`src/rtl/wb_stage_pipe.sv`:
```
// Y86-64 write-back stage: W register feeds regfile ports E/M; results visible one cycle after capture.
// stall_i or a latched non-AOK status holds W; optional retired counter under WB_RETIRE_CNT_EN.
module wb_stage_pipe #(
  parameter int                 DATA_W  = 64,
  parameter int                 RADDR_W = 4,
  parameter logic [RADDR_W-1:0] RNONE   = {RADDR_W{1'b1}},
  parameter int                 CNT_W   = 32
) (
  input  logic               clk_i,
  input  logic               rst_i,
  input  logic               valid_i,
  input  logic               stall_i,
  input  logic               bubble_i,
  input  logic [3:0]         icode_i,
  input  logic               cnd_i,
  input  logic [RADDR_W-1:0] dst_e_i,
  input  logic [RADDR_W-1:0] dst_m_i,
  input  logic [DATA_W-1:0]  valE_i,
  input  logic [DATA_W-1:0]  valM_i,
  input  logic               instr_valid_i,
  input  logic               imem_error_i,
  input  logic               dmem_error_i,
  output logic               we_e_o,
  output logic [RADDR_W-1:0] dst_e_o,
  output logic [DATA_W-1:0]  valE_o,
  output logic               we_m_o,
  output logic [RADDR_W-1:0] dst_m_o,
  output logic [DATA_W-1:0]  valM_o,
  output logic [1:0]         stat_o,
  output logic               halted_o
`ifdef WB_RETIRE_CNT_EN
  , output logic [CNT_W-1:0] retired_o
`endif
);

  localparam logic [1:0] ST_AOK = 2'b00;
  localparam logic [1:0] ST_HLT = 2'b01;
  localparam logic [1:0] ST_ADR = 2'b10;
  localparam logic [1:0] ST_INS = 2'b11;
  localparam logic [3:0] I_HALT = 4'h0;
  localparam logic [3:0] I_NOP  = 4'h1;
  localparam logic [3:0] I_CMOV = 4'h2;

  typedef struct packed {
    logic               wv;
    logic [3:0]         icode;
    logic [RADDR_W-1:0] dst_e;
    logic [RADDR_W-1:0] dst_m;
    logic [DATA_W-1:0]  val_e;
    logic [DATA_W-1:0]  val_m;
    logic [1:0]         st;
  } w_t;

  localparam w_t W_BUBBLE = '{wv: 1'b0, icode: I_NOP, dst_e: RNONE, dst_m: RNONE,
                              val_e: '0, val_m: '0, st: ST_AOK};

  w_t         w_q;
  w_t         w_in;
  logic       halted_q;
  logic [1:0] sticky_q;
  logic       w_hold;

  assign w_hold = halted_q || stall_i;

  always_comb begin
    w_in       = W_BUBBLE;
    w_in.wv    = 1'b1;
    w_in.icode = icode_i;
    w_in.dst_e = (icode_i == I_CMOV && !cnd_i) ? RNONE : dst_e_i;
    w_in.dst_m = dst_m_i;
    w_in.val_e = valE_i;
    w_in.val_m = valM_i;
    // Fetch faults outrank decode faults, which outrank memory faults and halt.
    if (imem_error_i)        w_in.st = ST_ADR;
    else if (!instr_valid_i) w_in.st = ST_INS;
    else if (dmem_error_i)   w_in.st = ST_ADR;
    else if (icode_i == I_HALT) w_in.st = ST_HLT;
    else                     w_in.st = ST_AOK;
  end

  always_ff @(posedge clk_i) begin
    if (rst_i) begin
      w_q      <= W_BUBBLE;
      halted_q <= 1'b0;
      sticky_q <= ST_AOK;
    end else begin
      if (!halted_q && w_q.wv && w_q.st != ST_AOK) begin
        halted_q <= 1'b1;
        sticky_q <= w_q.st;
      end
      if (w_hold)                     w_q <= w_q;
      else if (bubble_i || !valid_i)  w_q <= W_BUBBLE;
      else                            w_q <= w_in;
    end
  end

  // Port M priority on equal addresses is resolved inside the register file.
  assign we_e_o   = w_q.wv && w_q.st == ST_AOK && w_q.dst_e != RNONE;
  assign we_m_o   = w_q.wv && w_q.st == ST_AOK && w_q.dst_m != RNONE;
  assign dst_e_o  = w_q.dst_e;
  assign dst_m_o  = w_q.dst_m;
  assign valE_o   = w_q.val_e;
  assign valM_o   = w_q.val_m;
  assign halted_o = halted_q;
  assign stat_o   = halted_q ? sticky_q : (w_q.wv ? w_q.st : ST_AOK);

  logic unused_icode;
  assign unused_icode = ^{w_q.icode, ST_INS};

`ifdef WB_RETIRE_CNT_EN
  logic [CNT_W-1:0] retired_q;

  always_ff @(posedge clk_i) begin
    if (rst_i)
      retired_q <= '0;
    else if (!w_hold && w_q.wv && w_q.st == ST_AOK)
      retired_q <= retired_q + 1'b1;
  end

  assign retired_o = retired_q;
`else
  localparam int unused_cnt_w = CNT_W;
`endif

endmodule

```
`config.mk`:
```
export PLATFORM = sky130hd
export DESIGN_NAME = wb_stage_pipe
export DESIGN_NICKNAME = d
export VERILOG_FILES = /design/src/rtl/wb_stage_pipe.sv
export SDC_FILE = /design/constraint.sdc
export NUM_CORES = 1
export LEC_CHECK = 0
export BUFFER_PORTS_ARGS = -buffer_cell sky130_fd_sc_hd__buf_2
export CAP_MARGIN = 20
export CORE_UTILIZATION = 31
export DETAILED_ROUTE_END_ITERATION = 8
export SLEW_MARGIN = 10
export SYNTH_ARGS = -nofsm -noshare
export SYNTH_HDL_FRONTEND = slang
export SYNTH_SLANG_ARGS = --single-unit
```
`constraint.sdc`:
```
create_clock -name clk_i -period 3 [get_ports clk_i]
set_input_delay 0.9 -clock clk_i [delete_from_list [all_inputs] [get_ports clk_i]]
set_output_delay 0.9 -clock clk_i [all_outputs]
set_load 0.01 [all_outputs]
```
# After elaboration in Yosys (flattened, before gate mapping)
# Index checks and enable logic that the tools add are counted.
dict set report totals {
  in_bits 149
  register_bits 142
  output_inout_bits 141
}
dict set report classes {
  n_mux 8
  n_eq_ne 3
  n_reduce_logical 14
}
# operator count
set ops {}
lappend ops {{2-to-1 mux 143 bit} 1}
lappend ops {{2-to-1 mux 2 bit} 5}
lappend ops {{inequality test 4 bit (second input constant)} 2}
lappend ops {{logical AND 1 bit} 6}
lappend ops {{equality test 4 x 2 -> 1 bit (second input constant)} 1}
lappend ops {{zero test 4 bit} 1}
lappend ops {{2-to-1 mux 4 bit} 1}
lappend ops {{zero test 1 bit} 3}
lappend ops {{zero test 2 bit} 1}
lappend ops {{logical OR 1 bit} 2}
lappend ops {{nonzero test 2 bit} 1}
lappend ops {{2-to-1 mux 1 bit} 1}

# Depth between registers and ports, before layout
# Gate-level depths: netlist of the first run.
dict set report depth {
  word_depth 6
  mapped_depth 7
  ltp_nobuf 3
}

# Worst setup path before layout of the first run
# Ideal clock, no wire load.
dict set report synth_timing {
  path_kind {input to register}
  startpoint {input rst_i}
  endpoint {register w_q, in the netlist valE_o[0]}
  required_ns 2.872
  stages 4
  arrival_ns 1.772
  path_slack_ns 1.101
  setup_time_ns 0.128
  path_buffers 3
  path_cell_list {clkbuf_1 clkbuf_1 clkbuf_1 nor2_1}
}
# item line
set synth_rtl {}
lappend synth_rtl {{from (decl)} 10} ;# input logic rst_i,
lappend synth_rtl {{to (signal assigned)} 91} ;# if (w_hold) w_q <= w_q;
lappend synth_rtl {{to (signal assigned)} 93} ;# else w_q <= w_in;
lappend synth_rtl {{to (decl)} 57} ;# w_t w_q;
# No word-level cell between the ends.

# Worst setup path in the final report of the first run
dict set report layout_timing {
  startpoint {register halted_q (netlist: halted_o)}
  endpoint {output stat_o[0]}
}
dict set report layout_via {
  elab_chain_len 1
}
# item line
set layout_lines {}
lappend layout_lines {{from (decl)} 59} ;# logic halted_q;
lappend layout_lines {{from (signal assigned)} 84} ;# halted_q <= 1'b0;
lappend layout_lines {{from (signal assigned)} 88} ;# halted_q <= 1'b1;
lappend layout_lines {{2-to-1 mux 2 bit} 105} ;# assign stat_o = halted_q ? sticky_q : (w_q.wv ? w_q.st : ST_AOK);
lappend layout_lines {{to (decl)} 29} ;# output logic [1:0] stat_o,
# No other way between the ends.

==> results of run 1 <==
## Yosys cell counts
library cell,n,area [um^2]
buf_4,147,1100
dfxtp_1,142,2840
nor2_1,133,499
a22oi_1,128,961
clkbuf_1,20,75.1
buf_2,13,65.1
nand2_1,13,48.8
nor3_1,10,50.1
a21oi_1,8,40.0
o22ai_1,4,25.0
nand3b_1,3,22.5
a41oi_1,2,17.5
buf_6,2,22.5
inv_1,2,7.51
a21o_1,1,7.51
a21oi_2,1,8.76
a32oi_1,1,8.76
buf_1,1,3.75
nor4b_2,1,15.0
o21ai_0,1,5.00
o41ai_2,1,16.3
or2_1,1,6.26
or4b_4,1,13.8
## routing by layer
layer  vias up  global-route usage (%)  part of all wire, %
li1       2325                       -                    -
met1      2158                    17.2                   41
met2       210                    24.8                   46
met3        25                    7.12                   10
met4         4                    6.59                  2.1
met5         -                       0                 0.14
## placed cells by master (no fill, tap or decap), drive strengths merged, types with 2 or more instances in the layout
cell type	instances
a21oi	9
a41oi	2
clkinv	8
a22oi	128
buf	295
nand3b	3
o22ai	4
inv	4
dfxtp	142
nand2	13
diode	4
bufinv	2
clkbuf	19
nor2	133
nor3	10
## power by group through the flow
stage	Combinational, mW	Clock [mW]	Sequential [mW]
2_1_floorplan	0.231	0	1.99
3_5_place_dp	0.347	0	2.00
6_report	0.345	2.09	1.96
4_1_cts	0.348	2.16	1.96
3_3_place_gp	0.345	0	2.00
5_1_grt	0.380	2.24	1.96
## sequential cells by signal, summed over array words and instances (netlist names)
register and cells:
valM_o 64, sticky_q 2, valE_o 64, dst_e_o 4, dst_m_o 4, halted_o 1, w_q 3
## worst min-delay path, cell delays in order, from the launching register on
cell and delay, ns:
dfxtp_1 0.31, nand2_1 0.05, a21oi_1 0.05
## how the worst max path moves through the flow
stage                endpoint  startpoint  cells after the start
global route        stat_o[1]    halted_o                      3
floorplan           valE_o[0]       rst_i                      4
CTS                 stat_o[0]    halted_o                      3
global placement    valE_o[4]    bubble_i                      5
detailed placement  valE_o[4]    bubble_i                      5
finish              stat_o[0]    halted_o                      3
## cells by family after synthesis
| kind of cell | Yosys count | synth area share, % |
|---|---|---|
| buffers and inverters | 185 | 21.8 |
| and+or+nand+nor | 162 | 11.2 |
| AOI/OAI and AO/OA | 147 | 18.6 |
| DFF | 142 | 48.5 |
## final cells by class
type	instances	share of cell area, %
sequential	142	40.4
clock inverter	13	1.99
multi-input combinational	309	25.0
antenna	4	0.142
inverter	2	0.107
timing repair buffer	295	22.0
tap	229	4.08
clock buffer	19	6.30
==> flow_metrics.tcl, run 1 <==
set metrics [dict create \
    cts_setup_buffers 0 \
    reg2reg_slack_ns 1.32 \
    post-place-ws_ns 0.806 \
    reg2reg_to "valE_o[4]" \
    finalCritPeriodShare_pct 76.7 \
    pin_count 290 \
    core-area_um2 18300 \
    whs_ns 0.455 \
    hold-path-endpoint "sticky_q[1]" \
    clk_latency_ns 0.41 \
    die_h_um 140 \
    syn_area_per_cell_um2 9.22 \
    leakage_nw 3.30 \
    crit_path_max_fanout 10 \
    grt-ovfl-total 0 \
    dp_cells 977 \
    ant_nets 0 \
    std_cell_rows 49 \
    fin_util_pct 38.5 \
    fp.dieArea_um2 19500 \
    area_growth_pct 19.9 \
    fin_ws_ns 0.700 \
    drc_errors 0 \
    grt_pass1_vias 4366 \
    critPathTopFamily "flip-flops" \
    synthDistinctLibCells 23 \
    seq_area_um2 2840 \
    arrival_ns 1.40 \
    p_sw_share_pct 24.0 \
    initial_core_util_pct 32.1 \
    synthCells 636 \
    worstSetupPathType "register to output pin" \
    wire_per_inst_um 14.8 \
    drtIter0Drc 236 \
    reg2reg_depth 4 \
    hold_path_startpoint "sticky_q[1]" \
    power_frac_comb_pct 7.9 \
    cp-end-kind "output pin" \
    period_minus_slack_ns 2.30 \
    finalSetupViolCount 0 \
    status "finished, final reports clean" \
    dr.pass1.iters 6 \
    antenna_found_initial 7 \
    rr_startpoint "halted_o" \
    instances_no_fill 1013 \
    clockBufferDepth 2 \
    via_per_inst 4.66 \
    cts_resized 0 \
    fin_skew_ns 0.00951 \
    final-hold-violation-count 0 \
    irDropWorstVdd_v 0.000349 \
    clkSinkCount 142 \
    start_kind "register" \
    hold_class "register to register" \
    clk_pin_slew_worst_paths_ns 0.06 \
    final_nets 916 \
    ctsHtreeMaxLevel 4 \
    gp_congestion 0.731 \
    drive_gt1_share_pct 42.4 \
    p_seq_share_pct 44.6 \
    pwr-share-clk_pct 47.5 \
    cts_tree "built" \
    dpl_cell_area_um2 6440 \
    postCtsHoldBufs 0 \
    fmax_mhz 435 \
    crit_path_top_delay_cell "dfxtp_1" \
    num_vias 4722 \
    worstHoldPathCells 2 \
    cap_violations 0 \
    finalSetupTns_ns 0 \
    ys_ff_latch 142 \
    ys_warn_count 0 \
    grt_setup_unrepaired "false" \
    p_switching_mw 1.05 \
    power_mw 4.39 \
    p_int_mw 3.33 \
    syn_area_um2 5870 \
    powerDensity_nw_per_um2 624 \
    worstPathRequired_ns 2.10 \
    cts_root_buf "clkbuf_16" \
    grt_first_pass_wirelength_mm 23.1 \
    tightest_slew_ns 0.699 \
    die_width_um 140 \
    grtUsageTotal_pct 15.3 \
    finalInstanceArea_um2 7030 \
    port_buffers 289 \
    multi_input_area_um2 1760 \
    fillers 1893 \
    slowest_delay_ns 0.57 \
    cts-buffers-inserted 17 \
    slew_headroom_pct 53.2 \
    grt_max_degree 132 \
    timing.final.max_slew_violations 0 \
    syn_nets 785 \
    dp_hpwl_mm 10.3 \
    crit_buf_inv 1 \
    wirelength_mm 15.0 \
    cp_cell_sequence "nand3b_1 > nand2_1 > buf_2" \
    ys_seq_area_share_pct 48.5 \
]
Power figures use the tool's default switching activity.
==> run 2, diff against run 1 <==
- clock period: 3 -> 1.9 ns (I/O delays scaled with it)
==> run 2 against run 1 <==
Sequential cell count stayed put. Register-to-register slack worse by 0.90 ns. Critical path depth is 1 higher. Largest power group unchanged. Total power is 60% higher. Global-route usage is 0.40 points lower. Critical path type unchanged. Sequential share of layout area is 0.54 points lower. Sequential power is 58% higher. Die area stayed put. Core utilization is 0.64 points higher. Worst setup slack worse by 0.66 ns. Final area is 1.7% higher.
==> flow_metrics.tcl, run 2 (synthesis gave the netlist of run 1 again) <==
set metrics [dict create \
    status "finished, final reports clean" \
    powerDensity_nw_per_um2 982 \
    cap_violations 0 \
    grt_setup_unrepaired "true" \
    drtIter0Drc 217 \
    reg2reg_depth 5 \
    drc_errors 0 \
    irDropWorstVdd_v 0.000554 \
    dp_hpwl_mm 10.5 \
    dr.pass1.iters 5 \
    antenna_cells 0 \
    final_nets 922 \
    crit_path_max_fanout 4 \
    finalCritPeriodShare_pct 97.7 \
    grt-busiest-layer "met2" \
    grt_first_pass_wirelength_mm 22.5 \
    gp_congestion 0.734 \
    cp_cell_sequence "nor2_4 > nand2_4 > a41oi_2 > buf_2" \
    hold-path-endpoint "dst_m_o[2]" \
    cts_tree "built" \
    port_buffers 289 \
    area_growth_pct 21.8 \
    die_width_um 140 \
    start_kind "register" \
    std_cell_rows 49 \
    leakage_nw 3.34 \
    cts-buffers-inserted 17 \
    instances_no_fill 1015 \
    grt_pass1_vias 4280 \
    cts_setup_buffers 0 \
    final-hold-violation-count 0 \
    antenna_found_initial 3 \
    layout_commonest_cell "buf_2" \
    die_h_um 140 \
    clk_latency_ns 0.42 \
    fp.dieArea_um2 19500 \
    critPathTopFamily "flip-flops" \
    arrival_ns 1.29 \
    grtUsageTotal_pct 14.9 \
    ctsHtreeMaxLevel 4 \
    finalSetupViolCount 0 \
    drive_gt1_share_pct 43.8 \
    via_per_inst 4.67 \
    use_met1_pct 17.3 \
    wirelength_mm 14.9 \
    hold_class "input pin to register" \
    pin_count 290 \
    slowest_delay_ns 0.36 \
    core-area_um2 18300 \
    clockBufferDepth 2 \
    rr_startpoint "halted_o" \
    hold_path_startpoint "dst_m_i[2]" \
    ant_nets 0 \
    timing.final.max_slew_violations 0 \
    period_minus_slack_ns 1.86 \
    worstSetupPathType "register to output pin" \
    dp_cells 983 \
    clk_pin_slew_worst_paths_ns 0.07 \
    reg2reg_slack_ns 0.42 \
    cp-end-kind "output pin" \
    slew_headroom_pct 54.3 \
    crit_buf_inv 1 \
    clkSinkCount 142 \
    fmax_mhz 539 \
    initial_core_util_pct 32.1 \
    fin_skew_ns 0.00707 \
    use_met2_pct 24.6 \
    cts_root_buf "clkbuf_16" \
    crit_path_top_delay_cell "dfxtp_4" \
    grt_util_met3_pct 5.57 \
    tightest_slew_ns 0.683 \
    worstPathRequired_ns 1.33 \
    worstHoldPathCells 3 \
    wire_per_inst_um 14.6 \
    fin_util_pct 39.1 \
    reg2reg_to "valM_o[54]" \
    layout_common_cells "287 x buf_2, 139 x dfxtp_1, 132 x nor2_1, 128 x a22oi_1, 17 x clkbuf_16" \
    finalSetupTns_ns 0 \
    num_vias 4738 \
    grt-ovfl-total 0 \
    grt_max_degree 72 \
    postCtsHoldBufs 0 \
]
[run 2: cell types whose count changed in the layout (fill, tap and decap cells not counted), sizes merged]
cell	change
buf	+6
clkinv	-4
clkinvlp	+2
diode	-4
inv	+2
[run 2: final cells by class]
type | instances | area [um^2]
Clock buffer | 19 | 443
Clock inverter | 13 | 155
Fill cell | 1866 | 11100
Inverter | 2 | 7.51
Multi-Input combinational cell | 309 | 1790
Sequential cell | 142 | 2850
Tap cell | 229 | 287
Timing Repair Buffer | 301 | 1620
[run 2: metal layers]
| metal | vias to the layer above | wire [um] |
|---|---|---|
| li1 | 2322 | - |
| met1 | 2187 | 6230 |
| met2 | 200 | 7120 |
| met3 | 25 | 1220 |
| met4 | 4 | 269 |
| met5 | - | 22 |
[run 2: power breakdown]
| part | total [mW] | internal (mW) | switching, mW |
|---|---|---|---|
| registers | 3.09 | 3.05 | 0.0383 |
| logic | 0.562 | 0.254 | 0.308 |
| clock network | 3.37 | 2.00 | 1.37 |
| total | 7.02 | 5.30 | 1.72 |
[run 2: timing repair]
item                                   4_1_cts  5_1_grt
resized for setup                            4        8
cloned                                       0        0
endpoints found under the hold margin        0        0
pin swaps                                    1        1
setup endpoints to repair                    4        4
[run 2: tightest hold or removal path: cells and delay by family]
family,cells,cell delay (ns)
AO/OA/AOI/OAI,1,0.05
buffers and inverters,1,0.07
AND/OR/NAND/NOR,1,0.06
[run 2: per-stage QoR]
stage	total power, mW	area, um^2	setup slack, ns	hold slack, ns
after global routing	7.29	7150	-0.0136	0.353
after global placement	3.71	6510	0.184	0.442
after floorplan	3.51	5870	0.331	0.436
after CTS	7.13	7110	0.0104	0.337
final	7.02	7150	0.0436	0.363
after detailed placement	3.72	6510	0.134	0.450
[run 2: how the worst max path moves through the flow]
stage	from	to	slack [ns]	cells after the start
after floorplan	rst_i	valE_o[0]	0.33	4
after global routing	w_q[1]	we_m_o	-0.01	4
final	w_q[1]	we_m_o	0.04	4
after detailed placement	bubble_i	valM_o[54]	0.13	6
after CTS	w_q[0]	we_m_o	0.01	4
after global placement	bubble_i	valM_o[62]	0.18	6
==> run 3, diff against run 2 <==
- clock period: 1.9 -> 2.1 ns (I/O delays scaled with it)
==> run 3 against run 2 <==
Combinational power is 11% lower. Sequential share of layout area up 0.35 points. Largest power group unchanged. Cell count decreased by 0.30%. Worst setup slack improved by 0.12 ns. Sequential cell count stayed put. Critical path depth unchanged.
==> flow_metrics.tcl, run 3 (synthesis gave the netlist of run 1 again) <==
set metrics [dict create \
    status "finished, final reports clean" \
    grt_first_pass_wirelength_mm 23.0 \
    wire_per_inst_um 15.0 \
    final_nets 918 \
    ctsHtreeMaxLevel 4 \
    leakage_nw 3.31 \
    hold_path_startpoint "dst_m_i[2]" \
    fmax_mhz 517 \
    cp-end-kind "output pin" \
    dp_cells 979 \
    seq_area_um2 2840 \
    power_frac_comb_pct 7.9 \
    slowest_delay_ns 0.35 \
    clk_latency_ns 0.41 \
    via_per_inst 4.63 \
    powerDensity_nw_per_um2 899 \
    finalSetupTns_ns 0 \
    std_cell_rows 49 \
    p_switching_mw 1.50 \
    critPathTopFamily "flip-flops" \
    crit_buf_inv 1 \
    grt_setup_unrepaired "false" \
    die_width_um 140 \
    slew_headroom_pct 58.0 \
    pin_count 290 \
    crit_path_max_fanout 4 \
    arrival_ns 1.31 \
    cts-buffers-inserted 17 \
    pwr-share-clk_pct 48.1 \
    cts_tree "built" \
    instances_no_fill 1012 \
    worstPathRequired_ns 1.47 \
    grt-ovfl-total 0 \
    finalSetupViolCount 0 \
    grt_pass1_vias 4357 \
    core-area_um2 18300 \
    hold-path-endpoint "dst_m_o[2]" \
    ant_nets 0 \
    fin_skew_ns 0.00776 \
    whs_ns 0.432 \
    drtIter0Drc 196 \
    drc_errors 0 \
    num_vias 4686 \
    cp_cell_sequence "nor2_1 > nand2_1 > a41oi_1 > buf_2" \
    finalCritPeriodShare_pct 92.2 \
    fin_util_pct 38.7 \
    timing.final.max_slew_violations 0 \
    worstHoldPathCells 3 \
    cap_violations 0 \
    p_seq_share_pct 44.0 \
    period_minus_slack_ns 1.94 \
    reg2reg_to "valE_o[29]" \
    clk_pin_slew_worst_paths_ns 0.06 \
    reg2reg_depth 4 \
    fp.dieArea_um2 19500 \
    rr_startpoint "halted_o" \
    irDropWorstVdd_v 0.000507 \
    cts_setup_buffers 0 \
    gp_congestion 0.713 \
    tightest_slew_ns 0.630 \
    dpl_cell_area_um2 6460 \
    port_buffers 289 \
    final-hold-violation-count 0 \
    reg2reg_slack_ns 0.55 \
    multi_input_area_um2 1760 \
    initial_core_util_pct 32.1 \
    layout_common_cells "288 x buf_2, 141 x dfxtp_1, 133 x nor2_1, 128 x a22oi_1, 17 x clkbuf_16" \
    area_growth_pct 20.5 \
    hold_class "input pin to register" \
    antenna_found_initial 5 \
    crit_path_top_delay_cell "dfxtp_1" \
    worstSetupPathType "register to output pin" \
    clkSinkCount 142 \
    layout_commonest_cell "buf_2" \
    fillers 1860 \
    start_kind "register" \
    die_h_um 140 \
    finalInstanceArea_um2 7070 \
    dp_hpwl_mm 10.4 \
    cts_root_buf "clkbuf_16" \
    dr.pass1.iters 4 \
    grtUsageTotal_pct 15.1 \
    grt_max_degree 75 \
    wirelength_mm 15.1 \
    clockBufferDepth 2 \
    drive_gt1_share_pct 42.6 \
    p_sw_share_pct 23.6 \
    p_int_mw 4.85 \
]
## run 3: per-layer routing
| metal | wire length (um) | track usage [%] | vias to the layer above |
|---|---|---|---|
| met3 | 1360 | 6.54 | 11 |
| met4 | 118 | 4.16 | 2 |
| met2 | 7280 | 25.4 | 203 |
| met5 | 8 | 0 | - |
| li1 | - | - | 2312 |
| met1 | 6370 | 17.5 | 2158 |
## run 3: worst min-delay path: cells and delay by family
kind                   cells  cell delay (ns)
AO/OA/AOI/OAI              1             0.05
buffers and inverters      1             0.08
AND/OR/NAND/NOR            1             0.06
## run 3: final cells by class
cell class / count / share of cell area (%)
repair buffers: 297 / 22.2
inverters: 2 / 0.106
diodes: 2 / 0.0708
multi-input cells: 309 / 24.9
clock buffers: 18 / 6.07
clock inverters: 13 / 2.34
flip-flops and latches: 142 / 40.3
well taps: 229 / 4.06
## run 3: metrics by stage
step	setup WS, ns	power (mW)
after global routing	0.0255	6.63
after global placement	0.290	3.35
after detailed placement	0.249	3.36
after CTS	0.0397	6.46
after floorplan	0.471	3.18
final	0.164	6.35
## run 3: how the worst max path moves through the flow
stage / start / end / slack [ns] / cells past startpoint
global route: w_q[1] / we_e_o / 0.03 / 4
global placement: bubble_i / valM_o[61] / 0.29 / 5
detailed placement: bubble_i / valE_o[14] / 0.25 / 5
floorplan: rst_i / valE_o[0] / 0.47 / 4
CTS: halted_o / stat_o[0] / 0.04 / 3
finish: w_q[1] / we_m_o / 0.16 / 4
## run 3: repair_timing
action,4_1_cts,5_1_grt
gates resized for setup,0,1
hold buffers,0,0
setup endpoints to repair,0,2
## run 3: power groups by stage
stage,combinational (mW),clock [mW],sequential [mW]
2_1_floorplan,0.330,0,2.85
3_3_place_gp,0.502,0,2.85
3_5_place_dp,0.504,0,2.85
4_1_cts,0.506,3.16,2.79
5_1_grt,0.551,3.28,2.80
6_report,0.500,3.05,2.79
